===== src/rtl/fifo_pkg.sv =====
// Shared constants and helpers for the FIFO controller.
// Default geometry is a 16-bit x 32-word FIFO.
package fifo_pkg;

   localparam int DEF_DATA = 16;
   localparam int DEF_ADDR = 5;
   localparam int DEPTH    = 2**DEF_ADDR;

   // Pointers carry one extra wrap bit so full and empty can be told apart.
   function automatic int ptr_width(input int addr);
      return addr + 1;
   endfunction

endpackage


===== src/rtl/fifo_ptr.sv =====
// Wrap-bit binary pointer: an incrementing register that rolls over naturally.
// The top instantiates one pointer for writes and one for reads.
module fifo_ptr #(
   parameter int W = 6
) (
   input  logic         clk,
   input  logic         rst_n,
   input  logic         inc,
   output logic [W-1:0] ptr
);

   // Advance by one on each accepted operation; the modulo wrap comes free from the width.
   always_ff @(posedge clk or negedge rst_n) begin
      if (!rst_n) begin
         ptr <= '0;
      end else if (inc) begin
         // NOTE: non-blocking, so both pointers update together from the pre-edge state.
         ptr <= ptr + W'(1);
      end
   end

endmodule


===== src/rtl/fifo_ctrl.sv =====
// Single-clock FWFT FIFO controller driving an external dual-port RAM.
// Port A of the RAM takes writes; port B is read combinationally for the head word.
// Optional macro FIFO_ERR_FLAGS_EN adds sticky overflow/underflow flags;
// without it, both flags are tied low and no flag registers exist.
module fifo_ctrl
   import fifo_pkg::*;
#(
   parameter int DATA     = DEF_DATA,
   parameter int ADDR     = DEF_ADDR,
   parameter int AFULL_TH = 2**ADDR - 2
) (
   input  logic            clK,
   input  logic            rst_n,
   input  logic            wr_EN,
   input  logic [DATA-1:0] wr_DATA,
   input  logic            rd_EN,
   output logic [DATA-1:0] rd_DATA,
   output logic            full,
   output logic            empty,
   output logic            almost_full,
   output logic [ADDR:0]   count,
   output logic            overflow,
   output logic            underflow,
   output logic            mem_a_WR,
   output logic [ADDR-1:0] mem_a_ADDR,
   output logic [DATA-1:0] mem_a_DATA,
   output logic            mem_b_WR,
   output logic [ADDR-1:0] mem_b_ADDR,
   input  logic [DATA-1:0] mem_b_DATA
);

   localparam int PW = ptr_width(ADDR);
   localparam logic [PW-1:0] AFULL_CNT = PW'(AFULL_TH);

   logic [PW-1:0] wr_ptr;
   logic [PW-1:0] rd_ptr;
   logic          wr_acc;
   logic          rd_acc;

   // Acceptance uses the current (pre-edge) flags: a full FIFO drops writes, an empty one ignores reads.
   assign wr_acc = wr_EN & ~full;
   assign rd_acc = rd_EN & ~empty;

   fifo_ptr #(.W(PW)) u_wr_ptr (
      .clk   (clK),
      .rst_n (rst_n),
      .inc   (wr_acc),
      .ptr   (wr_ptr)
   );

   fifo_ptr #(.W(PW)) u_rd_ptr (
      .clk   (clK),
      .rst_n (rst_n),
      .inc   (rd_acc),
      .ptr   (rd_ptr)
   );

   // Occupancy and flags all fall out of the two wrap-bit pointers.
   assign count       = wr_ptr - rd_ptr;
   assign empty       = (wr_ptr == rd_ptr);
   assign full        = (wr_ptr[ADDR] != rd_ptr[ADDR]) &&
                        (wr_ptr[ADDR-1:0] == rd_ptr[ADDR-1:0]);
   assign almost_full = (count >= AFULL_CNT);

   // NOTE: the RAM itself is never cleared on reset; the pointers alone decide which words are valid.
   assign mem_a_WR   = wr_acc;
   assign mem_a_ADDR = wr_ptr[ADDR-1:0];
   assign mem_a_DATA = wr_DATA;
   assign mem_b_WR   = 1'b0;
   assign mem_b_ADDR = rd_ptr[ADDR-1:0];
   assign rd_DATA    = mem_b_DATA;

`ifdef FIFO_ERR_FLAGS_EN
   // Sticky error flags: set on a write attempted while full or a read attempted while empty; cleared only by reset.
   always_ff @(posedge clK or negedge rst_n) begin
      if (!rst_n) begin
         overflow  <= 1'b0;
         underflow <= 1'b0;
      end else begin
         if (wr_EN && full)  overflow  <= 1'b1;
         if (rd_EN && empty) underflow <= 1'b1;
      end
   end
`else
   assign overflow  = 1'b0;
   assign underflow = 1'b0;
`endif

endmodule


===== config.mk =====
export PLATFORM = sky130hd
export DESIGN_NAME = fifo_ctrl
export DESIGN_NICKNAME = d
export VERILOG_FILES = /design/src/rtl/fifo_pkg.sv /design/src/rtl/fifo_ptr.sv /design/src/rtl/fifo_ctrl.sv
export SDC_FILE = /design/constraint.sdc
export NUM_CORES = 1
export LEC_CHECK = 0
export CELL_PAD_IN_SITES_DETAIL_PLACEMENT = 1
export CELL_PAD_IN_SITES_GLOBAL_PLACEMENT = 1
export CORE_ASPECT_RATIO = 2
export CORE_UTILIZATION = 21
export DETAILED_ROUTE_END_ITERATION = 7
export PLACE_DENSITY_LB_ADDON = 0.1
export SYNTH_ARGS = -nofsm -noshare
export SYNTH_HDL_FRONTEND = slang
export SYNTH_HIERARCHICAL = 1
export SYNTH_SLANG_ARGS = --single-unit

===== constraint.sdc =====
create_clock -name clK -period 2.85 [get_ports clK]
set_input_delay 0.855 -clock clK [delete_from_list [all_inputs] [get_ports clK]]
set_output_delay 0.855 -clock clK [all_outputs]
set_load 0.03 [all_outputs]

==> results.py <==
metrics = {
    "final_layout": {
        "areaGrowthSynthToFinish_pct": 22.5,
        "multiInputGateArea_um2": 503,
        "final_area_um2": 1270,
        "utilization_pct": 27.2,
        "area.sequential_um2": 303,
        "diodes": 0,
        "n_fill_cell": 553,
        "final_layout_size_suffix_gt1_share_pct": 40.7,
        "nets": 163,
    },
    "clock_tree": {
        "cts_tree": "built",
        "cts.sinks": 12,
        "path_clk_slew_ns": 0.06,
        "cts_buffers": 3,
        "root_buffer": "clkbuf_8",
        "holdBufCountCts": 0,
        "cts.path.max_buffers": 2,
        "clk_latency_ns": 0.24,
        "h-tree-depth": 1,
    },
    "setup_path": {
        "crit_type": "flip-flop to primary output",
        "timing.rr.end": "u_rd_ptr/ptr[5]",
        "r2r_cells": 9,
        "cp_data_required_time_ns": 2.00,
        "ff2ff_setup_slack_ns": 0.62,
        "critPathMaxFanout": 2,
        "slowest_delay_ns": 0.40,
        "cpMaxStageDelayCell": "dfrtp_2",
        "endpoint_kind": "primary output",
        "crit_path_frequent_cell": "inv_2",
        "worst_ep_arrival_time_ns": 2.00,
        "cp-start-kind": "flip-flop",
        "crit_buf_inv": 3,
        "cp_cell_sequence": "inv_2 > ha_4 > inv_2 > fa_2 > a21o_1 > a21oi_2 > xnor2_2 > nand4_1 > o21ai_2 > buf_6",
        "timing.rr.start": "u_wr_ptr/ptr[2]",
        "path_delay_family": "adder cells",
    },
    "synthesis": {
        "synth-seq-cells": 12,
        "synth_simple_gate_area_share_pct": 13.0,
        "synth_top_family_by_area": "buffers and inverters",
        "avgSynthCellArea_um2": 9.44,
        "synthCells": 110,
        "synth_warnings": 6,
        "synth_cell_types": 25,
        "synthAdderAreaFrac_pct": 10.4,
        "synth_area_um2": 1040,
        "synthMuxAreaShare_pct": 2.17,
        "synth-compound-area-share_pct": 5.18,
        "synth-xor-area-share_pct": 11.8,
        "synth_seq_area_share_pct": 28.9,
    },
    "min_path": {
        "hold_end": "u_wr_ptr/ptr[5]",
        "min_path_cells": 1,
        "min_path_type": "flip-flop to flip-flop",
        "hold_path.startpoint": "u_wr_ptr/ptr[5]",
    },
    "floorplan": {
        "fp.dieW_um": 51.7,
        "placementRows": 35,
        "coreArea_um2": 4690,
        "io_pins": 91,
        "initial_core_util_pct": 22.2,
        "die-height_um": 101,
        "die_area_um2": 5250,
    },
    "timing": {
        "finalCritPeriodShare_pct": 100,
        "fin_ws_ns": -0.00330,
        "fin_skew_ns": 0.00600,
        "drv_slew": 0,
        "max_slew_margin_pct": 60.9,
        "setup_violations": 1,
        "rsz0062_at_grt": "true",
        "hold_violations": 0,
        "min_period_ns": 2.85,
        "max_slew.worst_pin.slew_ns": 0.585,
        "clock.fmax_mhz": 350,
    },
    "route": {
        "viasPerCell": 4.10,
        "wl_per_cell_um": 13.7,
        "drcViolationCount": 0,
        "antenna_left": 0,
        "vias": 710,
        "dr.pass1.iters": 2,
        "routed_wl_um": 2370,
        "dr.first_iter.drc_count": 2,
    },
    "placed_design": {
        "port_buffers": 23,
        "placed_area_um2": 1170,
        "dp_hpwl_um": 2000,
        "place_congestion": 0.752,
        "pre_cts_ws_ns": 0.107,
    },
    "run": {
        "maxCapViolCount": 0,
    },
    "grt": {
        "grtUsageTotal_pct": 10.2,
        "grt_pass1_wl_um": 3840,
        "grt_overflow_total": 0,
        "grt_pass1_vias": 788,
        "grt_start_max_net_pins": 13,
        "antenna_found_initial": 0,
    },
    "status": {
        "status": "finished with violations",
        "violations": "setup timing",
    },
}
==> worst max-delay path by stage <==
stage,cells past startpoint,startpoint,slack [ns],endpoint
after floorplan,9,u_wr_ptr/ptr[0],-0.09,almost_full
after global placement,5,u_wr_ptr/ptr[1],0.1,count[3]
after detailed placement,5,u_wr_ptr/ptr[1],0.11,count[3]
after CTS,10,u_wr_ptr/ptr[0],-0.07,almost_full
after global routing,9,u_rd_ptr/ptr[2],-0.1,count[5]
final,10,u_wr_ptr/ptr[0],-0.003,almost_full
==> kinds of logic after synthesis <==
logic type,Yosys count
AOI/OAI and AO/OA,8
xor gates and xnor gates,14
adders and majority gates,8
buffers and inverters,43
DFF,12
muxes,2
other,1
and+or+nand+nor,22
==> area by class of cell <==
type                       count  area share (%)
multi-input combinational     57            39.5
timing repair buffer          37            25.4
sequential                    12            23.8
tap                           55            5.41
clock buffer                   4            3.54
inverter                       8            2.36
==> synth_stat cells (all sizes together) <==
cell type,count,area (um^2)
buf,35,263
dfrtp,12,300
inv,8,30.0
ha,7,87.6
xnor2,7,61.3
xor2,7,61.3
nor2,6,27.5
nand4,5,43.8
a21oi,4,27.5
nand2,4,15.0
nor2b,3,18.8
o21ai,3,18.8
and3,2,18.8
mux2,2,22.5
a21o,1,7.51
conb,1,3.75
fa,1,20.0
nand2b,1,6.26
nand3,1,5.00
==> cell usage in the layout (no fill, tap or decap), types with 3 or more instances in the layout <==
cell type	instances
nand2_1	4
xnor2_1	6
dfrtp_1	10
nand4_1	3
ha_1	6
conb_1	3
nor2_1	4
buf_4	19
clkbuf_8	3
a21oi_2	3
inv_1	6
xor2_1	5
clkdlybuf4s50_1	14
==> through the flow <==
step,cells,TNS [ns],hold WS [ns]
after floorplan,112,-0.0860,0.460
after global placement,165,0,0.477
after detailed placement,165,0,0.483
after CTS,171,-0.0674,0.493
after global routing,173,-0.190,0.516
final,173,-0.00330,0.487
==> worst register-to-register path, stage by stage (launching register included) <==
cell,delay (ns)
dfrtp_1,0.38
ha_1,0.31
buf_4,0.16
and3_2,0.17
nand3_1,0.11
nor2_1,0.08
nor2b_1,0.40
nand4_2,0.22
nor2_2,0.16
xor2_1,0.15
==> timing repair <==
action,4_1_cts,5_1_grt
setup endpoints to repair,3,3
gates resized for setup,8,3
pin swaps,6,5
buffers inserted,2,2
==> state kept, by name, indices dropped and copies added, names as in the netlist <==
name	count
u_rd_ptr/ptr	6
u_wr_ptr/ptr	6
==> routing by layer <==
layer  GRT usage [%]  wire, um  share of wire (%)
met4            7.28        63                2.7
met1            8.97       739                 31
met5               0         0                  0
met2            19.7      1420                 60
met3            1.80       145                6.1
Power is not shown: default switching activity piles up to over one toggle a cycle in this logic, so the estimate is an artifact.
